--- config.mk ---
export PLATFORM = sky130hd
export DESIGN_NAME = adc_reg_reader
export DESIGN_NICKNAME = d
export VERILOG_FILES = /design/src/rtl/adc_ser_pkg.sv /design/src/rtl/adc_ser_frame.sv /design/src/rtl/adc_reg_reader.sv
export SDC_FILE = /design/constraint.sdc
export NUM_CORES = 1
export LEC_CHECK = 0
export CORE_MARGIN = 1.5
export CORE_UTILIZATION = 55
export DETAILED_ROUTE_END_ITERATION = 16
export DONT_BUFFER_PORTS = 1
export HOLD_SLACK_MARGIN = 0.03
export PLACE_DENSITY = 0.7
export SYNTH_ARGS = -nofsm -noshare
export SYNTH_HDL_FRONTEND = slang
export SYNTH_SLANG_ARGS = --single-unit
--- constraint.sdc ---
create_clock -name CLKB -period 4.25 [get_ports CLKB]
set_input_delay 0.425 -clock CLKB [delete_from_list [all_inputs] [get_ports CLKB]]
set_output_delay 0.425 -clock CLKB [all_outputs]
set_load 0.01 [all_outputs]
--- src/rtl/adc_ser_pkg.sv ---
// rtl/adc_ser_pkg.sv - shared constants and state type for the ADC 3-wire port
package adc_ser_pkg;

  // Register 0 holds the READOUT control bit; writing 1 switches SDOUT to register readback
  localparam logic [7:0] READOUT_REG = 8'h00;
  localparam logic [7:0] READOUT_EN  = 8'h01;
  localparam int         FRAME_BITS  = 16;

  typedef enum logic [2:0] {
    ST_IDLE,
    ST_F_EN,
    ST_G1,
    ST_F_RD,
    ST_G2,
    ST_F_DIS,
    ST_G3,
    ST_DONE
  } state_t;

endpackage

--- src/rtl/adc_ser_frame.sv ---
// rtl/adc_ser_frame.sv - one 16-bit MSB-first frame on SEN/SCLK/SDATA
module adc_ser_frame
  import adc_ser_pkg::*;
#(
  parameter int CLK_DIV = 4
) (
  input  logic        CLKB,
  input  logic        RESET,
  input  logic        start,
  input  logic [15:0] word,
  output logic        sen,
  output logic        sclk,
  output logic        sdata,
  output logic        sample,
  output logic        frame_done
);

  // A frame is a run of CLK_DIV-long half periods: setup, 16 x (low, high), hold
  localparam int         LAST_HALF = 2 * FRAME_BITS + 1;
  localparam logic [5:0] HALF_LAST = 6'(LAST_HALF);
  localparam logic [7:0] DIV_LAST  = 8'(CLK_DIV - 1);

  logic        running;
  logic [7:0]  div_cnt;
  logic [5:0]  half;
  logic [15:0] shreg;
  logic        div_end;

  assign div_end    = running && (div_cnt == DIV_LAST);
  // Odd halves are low phases of a bit; leaving one raises sclk, which is when sdout is taken
  assign sample     = div_end && half[0] && (half != HALF_LAST);
  assign frame_done = div_end && (half == HALF_LAST);

  // Half-period sequencer driving the registered serial pins
  always_ff @(posedge CLKB or negedge RESET) begin
    if (!RESET) begin
      running <= 1'b0;
      div_cnt <= 8'd0;
      half    <= 6'd0;
      shreg   <= 16'h0000;
      sen     <= 1'b1;
      sclk    <= 1'b0;
      sdata   <= 1'b0;
    end else if (!running) begin
      if (start) begin
        running <= 1'b1;
        div_cnt <= 8'd0;
        half    <= 6'd0;
        shreg   <= {word[14:0], 1'b0};
        sen     <= 1'b0;
        sclk    <= 1'b0;
        sdata   <= word[15];
      end
    end else if (!div_end) begin
      div_cnt <= div_cnt + 8'd1;
    end else begin
      div_cnt <= 8'd0;
      half    <= half + 6'd1;
      if (half == HALF_LAST) begin
        running <= 1'b0;
        sen     <= 1'b1;
        sclk    <= 1'b0;
        sdata   <= 1'b0;
      end else if (half[0]) begin
        sclk <= 1'b1;
      end else begin
        sclk <= 1'b0;
        // Setup already shows bit 15; after the last high phase only the hold remains
        if (half != 6'd0 && half != HALF_LAST - 6'd1) begin
          sdata <= shreg[15];
          shreg <= {shreg[14:0], 1'b0};
        end
      end
    end
  end

endmodule

--- src/rtl/adc_reg_reader.sv ---
// rtl/adc_reg_reader.sv - ADC register read-back engine over the 3-wire port
module adc_reg_reader
  import adc_ser_pkg::*;
#(
  parameter int CLK_DIV = 4,
  parameter int SEN_GAP = 8
) (
  input  logic       CLKB,
  input  logic       RESET,
  input  logic       init_done,
  input  logic       req,
  input  logic [7:0] addr,
  output logic       busy,
  output logic       done,
  output logic [7:0] rdata,
  output logic       sen,
  output logic       sclk,
  output logic       sdata,
  input  logic       sdout
);

  localparam logic [7:0] GAP_LAST = 8'(SEN_GAP - 1);

  state_t      state;
  logic [7:0]  addr_q;
  logic [7:0]  gap_cnt;
  logic [7:0]  cap_sr;
  logic        gap_end;
  logic        start;
  logic [15:0] word;
  logic        sample;
  logic        frame_done;

  assign gap_end = (gap_cnt == 8'd0);

  // Launch a frame on an accepted request or when a gap expires, so sen falls on the same edge
  always_comb begin
    start = 1'b0;
    word  = 16'h0000;
    case (state)
      ST_IDLE: begin
        start = init_done & req;
        word  = {READOUT_REG, READOUT_EN};
      end
      ST_G1: begin
        start = gap_end;
        word  = {addr_q, 8'h00};
      end
      ST_G2: begin
        start = gap_end;
        word  = {READOUT_REG, 8'h00};
      end
      default: ;
    endcase
  end

  adc_ser_frame #(
    .CLK_DIV (CLK_DIV)
  ) u_frame (
    .CLKB       (CLKB),
    .RESET      (RESET),
    .start      (start),
    .word       (word),
    .sen        (sen),
    .sclk       (sclk),
    .sdata      (sdata),
    .sample     (sample),
    .frame_done (frame_done)
  );

  // Sequence control, gap timing and capture; only the last 8 samples of the read frame survive
  always_ff @(posedge CLKB or negedge RESET) begin
    if (!RESET) begin
      state   <= ST_IDLE;
      addr_q  <= 8'h00;
      gap_cnt <= 8'd0;
      cap_sr  <= 8'h00;
      rdata   <= 8'h00;
      busy    <= 1'b0;
      done    <= 1'b0;
    end else begin
      done <= 1'b0;
      if (sample && state == ST_F_RD) begin
        cap_sr <= {cap_sr[6:0], sdout};
      end
      case (state)
        ST_IDLE: begin
          if (init_done && req) begin
            addr_q <= addr;
            busy   <= 1'b1;
            state  <= ST_F_EN;
          end
        end
        ST_F_EN, ST_F_RD, ST_F_DIS: begin
          if (frame_done) begin
            gap_cnt <= GAP_LAST;
            state   <= (state == ST_F_EN) ? ST_G1 :
                       (state == ST_F_RD) ? ST_G2 : ST_G3;
          end
        end
        ST_G1, ST_G2: begin
          if (gap_end) begin
            state <= (state == ST_G1) ? ST_F_RD : ST_F_DIS;
          end else begin
            gap_cnt <= gap_cnt - 8'd1;
          end
        end
        ST_G3: begin
          if (gap_end) begin
            rdata <= cap_sr;
            done  <= 1'b1;
            busy  <= 1'b0;
            state <= ST_DONE;
          end else begin
            gap_cnt <= gap_cnt - 8'd1;
          end
        end
        ST_DONE: state <= ST_IDLE;
        default: state <= ST_IDLE;
      endcase
    end
  end

endmodule

# Word level (Yosys, flattened, before mapping)
# Cells that the tools add are included.
# word_totals
elab_cells,114
inputBits,13
reg_bits,71
out_inout_bits,13
# classes
n_reduce_logical,25
n_bitwise,1
n_addsub,3
muxes,48
eq_ne,23
# op_table
op,n
16-bit two-way mux,6
8-bit two-way mux,5
16-bit case mux with 2 select lines,1
1-bit two-way mux,22
3-bit two-way mux,6
6-bit two-way mux,3
"2-bit != test, second input constant",9
8-bit case mux with 2 select lines,1
3-bit case mux with 5 select lines,1
"3-bit equality test, second input constant",4
"6-bit != test, second input constant",2
3-bit AND reduction,3
"8-bit by 1-bit adder with 8-bit output, second input constant",1
"8-bit by 2-bit equality test with 1-bit output, second input constant",1
8-bit logical NOT,1
4-bit AND reduction,2
"8-bit by 1-bit subtractor with 8-bit output, second input constant",1
1-bit logical AND,7
"6-bit by 1-bit adder with 6-bit output, second input constant",1
"3-bit by 2-bit equality test with 1-bit output, second input constant",2
"6-bit equality test, second input constant",1
"3-bit != test, second input constant",2
2-bit AND reduction,3
2-bit nonzero test,3
10 further kinds,12

# Depth between registers and ports, before layout
# Gate-level depths: netlist (run 1).
# depth
depth_word,7
mapped_depth,9
mapped_depth_nobuf,7

# Modules after synthesis
# A second synthesis (run 1) with hierarchy kept.
# hier_totals
cells_unflattened,306
hier_area_um2,3623.5
# by_module_without_submodules
mod,area_each_um2,cells_per_inst,n_inst
adc_reg_reader,1844.3,153,1
adc_ser_frame,1779.2,153,1

# Least setup slack after synthesis (run 1)
# OpenSTA, ideal clock, no wires.
# synth_path
kind,flip-flop to flip-flop
startpoint,reg u_frame.div_cnt[0]
endpoint,reg cap_sr[0]
setup_slack_ps,1853
arrival_time_ps,2272
path_buffers,0
setup_time_ps,125
path_stages_with_launch,7
period_less_slack_ps,2397
path_cell_list,dfrtp_1 ha_1 or4b_4 nor4_4 nand2_2 nor4b_4 mux2_2
# synth_between
elab_chain_len,5
# synth_lines
item,line,text
from (decl),adc_ser_frame.sv:24,logic [7:0] div_cnt;
from (signal assigned),adc_ser_frame.sv:55,div_cnt <= div_cnt + 8'd1;
8-bit by 2-bit equality test with 1-bit output,adc_ser_frame.sv:29,assign div_end = running && (div_cnt == DIV_LAST);
1-bit logical AND,adc_ser_frame.sv:29,
1-bit logical AND (2 in a row),adc_ser_frame.sv:31,assign sample = div_end && half[0] && (half != HALF_LAST);
1-bit logical AND,adc_reg_reader.sv:83,if (sample && state == ST_F_RD) begin
to (signal assigned),adc_reg_reader.sv:84,"cap_sr <= {cap_sr[6:0], sdout};"
to (decl),adc_reg_reader.sv:27,logic [7:0] cap_sr;
# Every way passes these cells.
# A chain may end at the register's enable or synchronous reset.

# Final worst setup path (run 1)
# layout_path
startpoint,reg u_frame.div_cnt[0]
endpoint,reg cap_sr[2]
# Same word-level chain as after synthesis.

==> results.txt, run 1 <==
Once detailed placement completed, the half-perimeter wirelength came to around 4.3 mm. The average wire per cell in the routed design is around 17 um. In the routed layout, each cell is associated on average with a via count of 5.943.

The weighted congestion at the end of routability-driven global placement is between 0.8 and 0.9. The number of top-level pins came out at 26. The finished layout holds 384 standard cells, fillers aside. The required time reported for the critical path endpoint came out at roughly 4.5 ns. The peak fanout along the critical path came out at 8. The H-tree was split into 3 levels.

The mean instance size in the synthesized netlist is about 11 um2. The library cell used most frequently in the layout, excluding fill and tap cells, is dfrtp_1. The final clock skew came out at ~0.016 ns. Setup repair after global routing left no endpoint under its margin. The max-cap check violation count came out at 0. The total power came out at between 1 and 1.5 mW. In this run the clock root is driven by a clkbuf_8.

Summed over all failing endpoints, the final setup total negative slack is 0 ns. The top achievable clock speed came out at 0.3708 GHz. The post-route cell area came out at around 3700 um2.

The number of antenna violations at the first check in global routing is 0. The most used flip-flop cell after synthesis is dfrtp_1. The clock passes through at most 2 buffers.

Summing all placed instances gives a cell area of around 3500 um2. The count of buffers added on input and output ports is 0. After detailed routing, the met2 layer carries between 3 and 4 mm of wire. The number of optimization iterations in the first detailed-route pass is 4. The count of endpoints failing hold in the final timing report came out at 0. At the pin with the least slew margin, the transition time is 0.8653 ns.

Leaving out fill and tap cells, the most frequent cells in the layout are 69 x dfrtp_1, 32 x nand2_1, 31 x mux2_2. Subtracting the final worst setup slack from the clock period gives about 2.7 ns. The number of sinks handled by clock tree synthesis came out at 70. The met1 routed wirelength after detailed routing is 3.041 mm. The Yosys warning count is 0. The synthesized design contains 70 register bits. The antenna diode instance count is 0. The clock transition at the register clock pins on the worst setup and hold paths after CTS is 0.09 ns. In this run, the number of DRC markers left after iteration 0 of detailed routing was around 130. Relative to the synthesized area, the layout overhead comes to 8.839%.

The later pin in the worst-skew pair is clocked with a latency of around 0.35 ns. The number of global-route vias before repair came out at between 2000 and 2500. The flow ran to the end, and the final reports show no timing, DRC or antenna violations. The number of enable-type register cells in the synthesized netlist is 0.

In the final layout, the share of cells above drive strength 1 is 20.71%. The async set-reset flop share out of synthesis came out at between 90% and 100%. Prior to clock tree synthesis, the placed netlist has a worst setup slack of about 1.6 ns. The total global routing overflow is 0. The tightest hold margin came out at approximately 0.21 ns.

The setup path with the least slack is of type register to register. The post-route antenna net violation count came out at 0. The via total after detailed routing came out at between 2000 and 2500. The worst setup path is captured at a register. The site row count came out at 28. The area inside the core boundary came out at about 6000 um2. At the end of the flow the core is filled with cells to 62.19%. Wire segments on met3 add up to around 230 um in the final route. The post-synthesis cell type count came out at between 50 and 60.

For this design the ratio of total power to cell area is roughly 330 nW/um2. The cell count after synthesis is 296. Global routing consumed, over all layers together, between 20 and 25% of the routing resources. Entering global routing, the biggest net connects a little over 70 pins. The net count after synthesis came out at 320.

At the worst endpoint, the arrival time is around 3 ns. After synthesis, flip-flops and latches occupy about half of the total area. The headroom to the max-slew limit is roughly two fifths. The worst setup path is launched from a register. The smallest setup slack after layout is around 1.6 ns. The path class of the tightest hold or removal check is input port to register.

The number of CTS-inserted buffers is 9. The final-stage net count came out at around 330. The die is around 81 um tall. The initial standard-cell utilization of the core is 57.14%. The number of pins exceeding their max-slew limit in the final report came out at 0. The clock tree from TritonCTS is built. The leakage power summed over all cells is 1.738 nW. The number of placed instances, taps included came out at between 300 and 400. The total setup buffers inserted after CTS came out at 0. The highest metal layer with signal wires is met4. The final setup violation count is 0. The worst supply voltage drop on vdd is about 0.29 mV. After layout, the worst path uses a little under two thirds of the clock period. The die area came out at 6631 um2.

The die boundary width came out at between 80 and 90 um. The total wire length after detailed routing is around 6.5 mm. For this run, design rule violations remaining after detail routing come to 0. The post-synthesis instance area is approximately 3400 um2. The global-route wire length before repair came out at 10.74 mm.
registers in the layout, indices dropped and copies added (netlist names):
| register | count |
|---|---|
| u_frame.shreg | 15 |
| addr_q | 8 |
| cap_sr | 8 |
| gap_cnt | 8 |
| rdata | 8 |
| u_frame.div_cnt | 8 |
| u_frame.half | 6 |
| state | 3 |
| busy | 1 |
| done | 1 |
| u_frame.running | 1 |
| u_frame.sclk | 1 |
| u_frame.sdata | 1 |
| u_frame.sen | 1 |
final timing paths:
path / startpoint / endpoint / slack (ns) / cells past startpoint
worst max-delay path: u_frame.div_cnt[0]$_DFFE_PN0P_ / cap_sr[2]$_DFFE_PN0P_ / 1.55 / 6
worst min-delay path: addr[0] / addr_q[0]$_DFFE_PN0P_ / 0.21 / 1
worst max register to register: u_frame.div_cnt[0]$_DFFE_PN0P_ / cap_sr[2]$_DFFE_PN0P_ / 1.55 / 6
worst min register to register: u_frame.shreg[5]$_DFFE_PN0P_ / u_frame.shreg[6]$_DFFE_PN0P_ / 0.51 / 1
max in group asynchronous: RESET / u_frame.sen$_DFFE_PN1P_ / 3.30 / 2
min in group asynchronous: RESET / u_frame.half[3]$_DFFE_PN0P_ / 0.64 / 2
layer usage:
metal  track usage [%]  up-vias
li1                  -     1097
met1             28.13     1137
met2             34.88       39
met3             4.333        9
met4             9.138        0
met5                 0        -
cell usage after synthesis, drive strengths merged, types with 5 or more instances:
| cell | count | share of area, % |
|---|---|---|
| nor4 | 5 | 2.3 |
| inv | 12 | 1.3 |
| xor2 | 7 | 1.8 |
| a21oi | 10 | 1.5 |
| a22o | 10 | 2.6 |
| and3 | 6 | 1.1 |
| ha | 11 | 4.1 |
| mux2 | 32 | 11 |
| dfrtp | 69 | 51 |
| o21ai | 29 | 4.3 |
| nor2 | 15 | 1.7 |
| nand2 | 33 | 3.7 |
cell families (layout without fill, tap and decap cells):
| group | Yosys count | count (layout) | synth area share (%) |
|---|---|---|---|
| adders and majority gates | 11 | 11 | 4.068 |
| and+or+nand+nor | 85 | 85 | 14.50 |
| AOI/OAI and AO/OA | 70 | 70 | 14.13 |
| DFF | 70 | 70 | 51.81 |
| buffers and inverters | 19 | 32 | 2.366 |
| muxes | 33 | 33 | 11.06 |
| xor gates and xnor gates | 8 | 8 | 2.071 |
worst max-delay path: stages (launching register included):
cell and delay (ns):
dfrtp_1 0.39, ha_1 0.21, or4b_4 0.53, nor4_4 0.36
nand2_2 0.14, nor4b_4 0.54, mux2_2 0.41
what timing repair did:
item / 4_1_cts / 5_1_grt
gates resized for setup: 0 / 0
endpoints found under the hold margin: 70 / 0
hold buffers: 2 / 0
report_power, final:
| group | switching (mW) | total [mW] | leakage (nW) | internal, mW |
|---|---|---|---|---|
| Combinational | 0.0130 | 0.0165 | 0.708 | 0.00346 |
| Clock | 0.290 | 0.516 | 0.0907 | 0.226 |
| Sequential | 0 | 0.665 | 0.939 | 0.665 |
final cells by class:
type	count	area, um2
timing repair buffer	4	52.55
inverter	12	45.04
multi-input combinational	207	1550
fill	464	2238
tap	75	93.84
clock inverter	7	63.81
sequential	70	1753
clock buffer	9	123.9
No activity file was read; power rests on OpenSTA's default activity.
==> inputs of run 2 (changes only) <==
- PLACE_DENSITY: 0.7 -> 0.73
- clock period: 4.25 -> 2.21 ns (I/O delays scaled with it)
==> run 2 against run 1 <==
- the run now ends with setup timing left
- sequential power is 92% higher
- clock power is 110% higher
- global-route usage is 1.1 points higher
- register-to-register slack worse by 1.6 ns
- via count is 8.3% higher
- total power is 100% higher
- flip-flop and latch count stayed put
- worst hold slack worse by 0.031 ns
- critical endpoint is now cap_sr[7]$_DFFE_PN0P_
- critical path depth is 1 higher
- critical path type unchanged
- largest power group unchanged
==> results.txt, run 2 (synthesis gave the netlist of run 1 again) <==
The logic gate share of total power came out at 1.9% (was 1.4%). The number of sinks handled by clock tree synthesis came out at 70 (unchanged). The clock tree from TritonCTS is built (unchanged). Result of the run: finished, violations left (was complete, no violations). The via total after detailed routing came out at 2471 (was 2282).

The via density per instance is 5.720 (was 5.943). The die area is 6631 um2 (unchanged). The global-route wire length before repair came out at 11.10 mm (was 10.74 mm). The maximum number of pins on one net before global-route repair is 71 (unchanged). The antenna diode instance count was 0 (unchanged).

The total wire length after detailed routing is 7.007 mm (was 6.454 mm). The final clock skew was 0.01171 ns (was 0.01617 ns). The most congested layer reported by global routing is met2 (unchanged). The beginning of the worst register-to-register path is u_frame.div_cnt[1]$_DFFE_PN0P_ (was u_frame.div_cnt[0]$_DFFE_PN0P_). The final worst-path cycle share came to 101.8% (was 63.46%). The global-route met2 utilization is 36.61% (was 34.88%). The count of cells along the worst register-to-register path came to 7 (was 6). The endpoint type of the worst setup path is a register (unchanged). The total net switching power came out at 537.0 uW (was 302.8 uW).

The level count of the clock H-tree came out at 3 (unchanged). The post-synthesis to final-layout area growth came out at 22.49% (was 8.839%). The element type at the critical path start was a register (unchanged). The initial standard-cell utilization of the core came out at 57.14% (unchanged). The number of buffer cells added on primary ports is 0 (unchanged). The worst setup slack for register-to-register paths was -0.04 ns (was 1.55 ns). The average wire per cell in the routed design came out at 16.22 um (was 16.81 um). The violation count after the first detailed-routing iteration came to 68 (was 127). The core utilization of the finished layout came out at 69.99% (was 62.19%).

The met1 track utilization from global routing is 28.61% (was 28.13%). The number of pins exceeding their max-slew limit in the final report is 0 (unchanged). The placed wire-length estimate is 4.514 mm (was 4.338 mm). The setup TNS after final layout came out at -0.4096 ns (was 0 ns). The number of CTS-inserted buffers came to 9 (unchanged). The startpoint of the worst hold path was req (was addr[0]). The headroom to the max-slew limit came to 54.44% (was 41.68%). The die boundary width came to 81.43 um (unchanged).

The met3 track demand over resource in global routing came out at 6.000% (was 4.333%). The number of remaining DRC errors came out at 0 (unchanged). The count of endpoints failing hold in the final timing report is 0 (unchanged). The post-route cell area came out at 4144 um2 (was 3682 um2). The leading cell type in the layout, fill and taps excluded was dfrtp_1 (unchanged).

The top achievable clock speed is 0.4445 GHz (was 0.3708 GHz). The final-stage net count came out at 376 (was 328). The weighted congestion at the end of routability-driven global placement is 0.8559 (was 0.8282). The transition at the pin with the smallest max-transition slack is 0.6763 ns (was 0.8653 ns). The buffer cell driving the clock tree root was clkbuf_8 (unchanged). The hold-critical path depth is 4 (was 1).

The max-cap check violation count is 0 (unchanged). The path category of the worst min-delay check is input port to register (unchanged). The total global routing overflow came out at 0 (unchanged).

The reg-to-reg endpoint is cap_sr[7]$_DFFE_PN0P_ (was cap_sr[2]$_DFFE_PN0P_). The internal cell power came out at 1.855 mW (was 894.7 uW). The post-route antenna net violation count is 0 (unchanged).

The final reports fail on setup timing. Setup repair after global routing missed its margin: true (was false). The largest register by flop count is u_frame.shreg (unchanged). The area inside the core boundary is 5921 um2 (unchanged). The peak fanout along the critical path was 8 (unchanged).

Cell Chain, Critical Path: ha_2 > or4b_4 > nor4_4 > nand2_2 > nor4b_4 > buf_6 > mux2_2 (was ha_1 > or4b_4 > nor4_4 > nand2_2 > nor4b_4 > mux2_2). The placed cell area came to 3675 um2 (was 3457 um2). The number of optimization iterations in the first detailed-route pass is 4 (unchanged).

The number of flip-flops under the largest register name was 15 (unchanged). The power share of the sequential group is 53.5% (was 55.6%). The total power is 2.392 mW (was 1.197 mW). The smallest setup slack after layout came out at -0.03989 ns (was 1.553 ns). The end of the worst hold path is state[2]$_DFFE_PN0P_ (was addr_q[0]$_DFFE_PN0P_).

The insertion delay to the later sink of the worst-skew pair came to 0.35 ns (about the same). The power density of the placed cells is 577.1 nW/um2 (was 325.2 nW/um2). The final setup violation count came out at 14 (was 0). The total routing usage reported by global routing is 22.63% (was 21.52%). The relative contribution of the clock network to total power is 44.6% (was 43.1%). The switching power as a share of total power came out at 22.46% (was 25.28%).

The site row count was 28 (unchanged). The post-placement worst setup slack came out at -0.04496 ns (was 1.591 ns). The time the worst path needs with I/O delays and setup came out at 2.250 ns (was 2.697 ns). The critical path data arrival time is 2.48 ns (was 2.93 ns). The number of antenna violations at the first check in global routing is 0 (unchanged). The leakage power summed over all cells came out at 1.989 nW (was 1.738 nW). The number of top-level pins came to 26 (unchanged).

The cell with the largest stage delay on the worst path is or4b_4 (was nor4b_4). The maximum buffer depth of the clock tree came to 2 (unchanged). The type of the worst setup path is register to register (unchanged). The number of global-route vias before repair came to 2410 (was 2256). The chip height came out at 81.43 um (unchanged). The longest individual stage delay on the worst path is 0.49 ns (was 0.54 ns). The worst supply voltage drop on vdd came out at 0.4098 mV (was 0.2932 mV). The share of final-layout standard cells stronger than drive strength 1 came out at 30.81% (was 20.71%). The clock transition at the register clock pins on the worst setup and hold paths after CTS came out at 0.08 ns (was 0.09 ns). Top library cells by usage in the layout, fill and taps aside: 69 x dfrtp_1, 39 x buf_4, 32 x nand2_1 (was 69 x dfrtp_1, 32 x nand2_1, 31 x mux2_2). The required time reported for the critical path endpoint was 2.44 ns (was 4.48 ns).
==> run 2: worst max-delay path, delay by kind of cell (launching register included) <==
family	cells	cell delay, ns
simple gates	4	1.07
flops	1	0.36
mux	1	0.34
fa+ha+maj	1	0.18
buf+inv	1	0.18
==> run 2: worst max path at each step <==
stage | cells after the start | end | slack [ns] | startpoint
5_1_grt | 7 | cap_sr[7]$_DFFE_PN0P_ | -0.17 | u_frame.div_cnt[1]$_DFFE_PN0P_
3_5_place_dp | 7 | u_frame.shreg[14]$_DFFE_PN0P_ | -0.04 | state[0]$_DFFE_PN0P_
6_report | 7 | cap_sr[7]$_DFFE_PN0P_ | -0.04 | u_frame.div_cnt[1]$_DFFE_PN0P_
4_1_cts | 7 | cap_sr[7]$_DFFE_PN0P_ | -0.04 | u_frame.div_cnt[0]$_DFFE_PN0P_
2_1_floorplan | 6 | cap_sr[0]$_DFFE_PN0P_ | -0.18 | u_frame.div_cnt[0]$_DFFE_PN0P_
3_3_place_gp | 5 | u_frame.shreg[14]$_DFFE_PN0P_ | -0.01 | gap_cnt[4]$_DFFE_PN0P_
==> run 2: what timing repair did <==
item	4_1_cts	5_1_grt
setup endpoints to repair	20	34
endpoints found under the hold margin	79	0
pin swaps	0	9
cloned	0	1
hold buffers	11	0
buffers inserted	1	8
gates resized for setup	4	9
==> run 2: routing by layer <==
layer | up-vias | part of all wire, % | wire (um)
met5 | - | 0 | 0
met4 | 0 | 1.7 | 117
met3 | 9 | 3.8 | 269
met2 | 45 | 50 | 3476
met1 | 1224 | 45 | 3143
li1 | 1193 | - | -
==> run 2: layout make-up <==
type,count,area [um2]
sequential,70,1753
tap,75,93.84
timing repair buffer,51,431.7
clock inverter,6,67.56
fill,424,1777
inverter,12,45.04
multi-input combinational,208,1615
clock buffer,10,137.6
==> run 2: power by group through the flow <==
stage               registers (mW)  logic, mW  clock network, mW
finish                        1.28     0.0444               1.07
floorplan                     1.31   0.000587                  0
CTS                           1.28     0.0462               1.08
global route                  1.28     0.0520               1.14
global placement              1.31   0.000648                  0
detailed placement            1.31   0.000645                  0
==> run 2: stage by stage <==
step,std cells,hold WS (ns)
floorplan,296,-0.07459
global placement,395,-0.07271
detailed placement,395,-0.07277
CTS,423,0.1731
global route,432,0.2355
finish,432,0.1832
